--- config.mk ---
export PLATFORM = sky130hd
export DESIGN_NAME = serial_adder
export DESIGN_NICKNAME = d
export VERILOG_FILES = /design/src/rtl/serial_adder.sv
export SDC_FILE = /design/constraint.sdc
export NUM_CORES = 1
export LEC_CHECK = 0
export CAP_MARGIN = 0
export CORE_MARGIN = 2
export CORE_UTILIZATION = 53
export CTS_BUF_LIST = sky130_fd_sc_hd__clkbuf_16
export CTS_CLUSTER_DIAMETER = 200
export CTS_CLUSTER_SIZE = 25
export DETAILED_ROUTE_END_ITERATION = 8
export PLACE_DENSITY = 0.83
export SLEW_MARGIN = 20
export SYNTH_ARGS = -nofsm -noshare
export SYNTH_HDL_FRONTEND = slang
export SYNTH_SLANG_ARGS = --single-unit
export TNS_END_PERCENT = 1
--- constraint.sdc ---
create_clock -name CLK -period 2.8 [get_ports CLK]
set_input_delay 0.7 -clock CLK [delete_from_list [all_inputs] [get_ports CLK]]
set_output_delay 0.7 -clock CLK [all_outputs]
set_load 0.005 [all_outputs]
--- src/rtl/serial_adder.sv ---
// Bit-serial adder: one full-adder cell and a carry flip-flop add two WIDTH-bit
// operands LSB first. Optional macro SERIAL_ADDER_OVF_EN adds the OVF output.
module serial_adder #(
  parameter int WIDTH = 8
) (
  input  logic             CLK,
  input  logic             RST,
  input  logic             START,
  input  logic [WIDTH-1:0] A,
  input  logic [WIDTH-1:0] B,
  input  logic             Cin,
  output logic             BUSY,
  output logic             DONE,
  output logic [WIDTH-1:0] SUM,
  output logic             Cout
`ifdef SERIAL_ADDER_OVF_EN
  ,
  output logic             OVF
`endif
);

  localparam int CNT_W = (WIDTH > 1) ? $clog2(WIDTH) : 1;
  localparam logic [CNT_W-1:0] LAST = CNT_W'(WIDTH - 1);

  typedef enum logic [1:0] {
    IDLE,
    SHIFT,
    FIN
  } state_t;

  state_t state, state_nxt;

  logic [WIDTH-1:0] op_a;
  logic [WIDTH-1:0] op_b;
  logic [WIDTH-1:0] a_shift;
  logic             carry;
  logic [CNT_W-1:0] cnt;
  logic             bit_s;
  logic             bit_c;
  logic             accept;
  logic             last;

  function automatic logic fa_sum(input logic x, input logic y, input logic ci);
    return x ^ y ^ ci;
  endfunction

  function automatic logic fa_carry(input logic x, input logic y, input logic ci);
    return (x & y) | ((x ^ y) & ci);
  endfunction

  assign bit_s  = fa_sum(op_a[0], op_b[0], carry);
  assign bit_c  = fa_carry(op_a[0], op_b[0], carry);
  assign last   = (cnt == LAST);
  assign accept = START && (state != SHIFT);

  // The result bits enter op_a at the MSB as its operand bits leave at the LSB,
  // so op_a doubles as the result shift register.
  if (WIDTH > 1) begin : g_wide
    assign a_shift = {bit_s, op_a[WIDTH-1:1]};
  end else begin : g_one
    assign a_shift = bit_s;
  end

  always_comb begin
    state_nxt = state;
    case (state)
      IDLE:    if (START) state_nxt = SHIFT;
      SHIFT:   if (last) state_nxt = FIN;
      FIN:     state_nxt = START ? SHIFT : IDLE;
      default: state_nxt = IDLE;
    endcase
  end

  assign BUSY = (state == SHIFT);
  assign DONE = (state == FIN);

  always_ff @(posedge CLK) begin
    if (RST) state <= IDLE;
    else     state <= state_nxt;
  end

  always_ff @(posedge CLK) begin
    if (RST) begin
      op_a  <= '0;
      op_b  <= '0;
      carry <= 1'b0;
      cnt   <= '0;
      SUM   <= '0;
      Cout  <= 1'b0;
`ifdef SERIAL_ADDER_OVF_EN
      OVF   <= 1'b0;
`endif
    end else if (accept) begin
      op_a  <= A;
      op_b  <= B;
      carry <= Cin;
      cnt   <= '0;
    end else if (state == SHIFT) begin
      op_a  <= a_shift;
      op_b  <= op_b >> 1;
      carry <= bit_c;
      cnt   <= cnt + CNT_W'(1);
      if (last) begin
        SUM  <= a_shift;
        Cout <= bit_c;
`ifdef SERIAL_ADDER_OVF_EN
        // carry still holds the carry into the MSB on the last step
        OVF  <= carry ^ bit_c;
`endif
      end
    end
  end

endmodule

==> impl_metrics.csv <==
group,metric,value,unit
synth,ys_ff_latch,31,
critical_path,r2r_end,"SUM[5]",
power,pwr-share-comb,11.9,%
critical_path,ff2ff_setup_slack,1.43,ns
critical_path,cp_cell_sequence,"nand2b_2 -> inv_1 -> clkdlybuf4s50_1",
sta,setup_viol,0,
sta,maxSlewHeadroom,67.0,%
layout,area_growth_syn_to_layout,29.7,%
synth,synth.avg_cell_area,10.4,µm²
worst_hold_path,worstHoldEndpoint,"SUM[0]",
global_route,antenna_found_initial,0,
critical_path,worstSetupStartpointType,"flop",
power,ir_drop,0.000645,V
layout,nNetsFinal,192,
clocking,clk_pin_slew,0.05,ns
critical_path,cp-end-kind,"output pin",
die,num_rows,18,
power,power.internal,957,µW
power,power.leakage,0.000727,µW
clocking,cts_max_path_buffers,2,
synth,synth_cell_types,22,
placed_design,dp_worst_setup_slack,0.798,ns
sta,max_freq,463,MHz
sta,worst_slew_pin_slew,0.495,ns
clocking,hold_buffers,0,
global_route,overflow,0,
detailed_routing,drt_iter0_markers,19,
worst_hold_path,min_from,"SUM[0]",
placed_design,port_buffers,30,
worst_hold_path,whs_path_depth,2,
synth,yosys_warnings,0,
power,power_switching,274,µW
critical_path,reg2regPathDepth,5,
critical_path,cp_data_arrival_time,1.46,ns
critical_path,required,2.10,ns
clocking,cts_sinks,31,
sta,final.setup.worst_slack,0.639,ns
die,initial_utilization,57.2,%
global_route,grt_pass1_vias,1128,
die,fp.dieH,56.2,µm
detailed_routing,ant_nets,0,
synth,syn_inst,139,
die,dieArea,3160,µm²
critical_path,cp_max_fo,5,
power,power.share.clock,48.4,%
clocking,cts-htree-levels,2,
critical_path,slowest_stage,"clkdlybuf4s50_1",
power,power_density,657,nW/µm²
sta,fin_crit,2.16,ns
global_route,grt_pass1_wl,4890,µm
layout,layout_common_cells,"dfxtp_1 (31), clkdlybuf4s50_1 (30), nand2_1 (20), mux2i_1 (17), a211oi_2 (16)",
critical_path,rr_startpoint,"cnt[0]",
detailed_routing,vias,1074,
sta,tns,0,ns
worst_hold_path,hold_path_class,"reg2reg",
critical_path,cp_slowest_stage_delay,0.53,ns
critical_path,critPathLaunch,"state[1]",
clocking,cts_made_buffers,5,
layout,drive_gt1_share,22.4,%
clocking,ctsResizeCount,0,
synth,synth_area,1440,µm²
layout,antenna_cells,0,
power,power,1230,µW
placed_design,place.gp.congestion,0.674,
synth,ys_seq_area_share,43.0,%
sta,fin_skew,0.00280,ns
detailed_routing,via_per_inst,5.37,
synth,synth_nets,162,
clocking,cts_tree,"done",
sta,period_share,77.2,%
sta,rsz0062_at_grt,"no",
placed_design,hpwl,1880,µm
layout,final_common_cell,"dfxtp_1",
sta,final_max_slew_viol_count,0,
die,coreArea,2520,µm²
power,sw_frac_of_total,22.2,%
power,seq_power_share,39.7,%
critical_path,setup.worst_path.class,"reg2out",
placed_design,place_inst,192,
sta,final-hold-violation-count,0,
detailed_routing,drc,0,
die,die_w,56.2,µm
detailed_routing,dr.pass1.iters,4,
run,drv_cap,0,
layout,fin_util,74.2,%
layout,final_cells,200,
global_route,track_usage,19.9,%
die,io_pins,31,
clocking,postCtsSetupRepairBufs,0,
detailed_routing,drt_wl_total,2850,µm
global_route,grt_max_degree,37,
clocking,clk_latency,0.27,ns
outcome,status,"complete, no violations",
clocking,root_buffer,"clkbuf_16",
detailed_routing,routedWlPerCell,14.2,µm
[area by class of cell]
type | instances | area, µm²
clock buffers | 5 | 125
clock inverters | 3 | 38.8
fillers | 168 | 651
inverters | 2 | 7.51
multi-input cells | 96 | 719
flip-flops and latches | 31 | 621
well taps | 30 | 37.5
repair buffers | 33 | 323
[metrics by stage]
stage | instance area, µm² | hold slack [ns]
floorplan | 1440 | 0.453
global placement | 1710 | 0.447
detailed placement | 1710 | 0.449
CTS | 1870 | 0.456
global route | 1870 | 0.464
finish | 1870 | 0.457
[state kept, by name (all words and copies together), names as in the netlist]
name   cells
Cout       1
SUM        8
carry      1
cnt        3
op_a       8
op_b       8
state      2
[kinds of logic (layout without fill, tap and decap cells)]
| logic type | count (synthesis) | in the layout | share of synthesized area [%] |
|---|---|---|---|
| compound gates | 29 | 29 | 18.6 |
| fa+ha+maj | 3 | 3 | 3.12 |
| buf+inv | 12 | 43 | 7.29 |
| flops | 31 | 31 | 43.0 |
| mux | 17 | 17 | 11.8 |
| simple gates | 47 | 47 | 16.1 |
[synth_stat cells]
cell	number	area share [%]
mux2i_1	17	12
fa_1	1	1.4
clkbuf_1	1	0.26
a211oi_2	16	14
ha_1	2	1.7
nor2b_1	1	0.43
inv_1	2	0.52
a2bb2oi_1	1	0.61
and3b_1	1	0.61
buf_2	1	0.35
buf_12	2	2.8
dfxtp_1	31	43
nor2_1	7	1.8
a21oi_1	12	4.2
nand2_1	20	5.2
nand3b_1	4	2.1
nor3_1	1	0.35
buf_1	2	0.52
buf_4	1	0.52
nand2b_1	2	0.87
nor2_2	11	4.8
buf_6	3	2.3
[worst max path at each step]
stage                          to  depth (start not counted)
after CTS                    BUSY                          3
after floorplan              BUSY                          3
final                        BUSY                          3
after global routing         BUSY                          3
after detailed placement  op_a[7]                          4
after global placement    op_a[0]                          4
[layer usage]
| metal | up-vias | share of wire, % | GRT usage (%) |
|---|---|---|---|
| met2 | 23 | 50 | 32.6 |
| met4 | 0 | 1.2 | 9.52 |
| met5 | - | 0 | 0 |
| met3 | 5 | 4.5 | 5.81 |
| met1 | 501 | 44 | 23.9 |
| li1 | 545 | - | - |
[worst max-delay path, delay by kind of cell, from the launching register on]
| kind | cells | cell delay [ns] |
|---|---|---|
| buffers and inverters | 2 | 0.69 |
| DFF | 1 | 0.32 |
| and+or+nand+nor | 1 | 0.18 |
[power by group through the flow]
stage	Sequential (µW)	Clock (µW)	Combinational (µW)
after floorplan	492	0	114
after global placement	496	0	139
after detailed placement	497	0	145
after CTS	489	602	148
after global routing	492	621	161
final	489	595	146
Power figures use the tool's default switching activity.
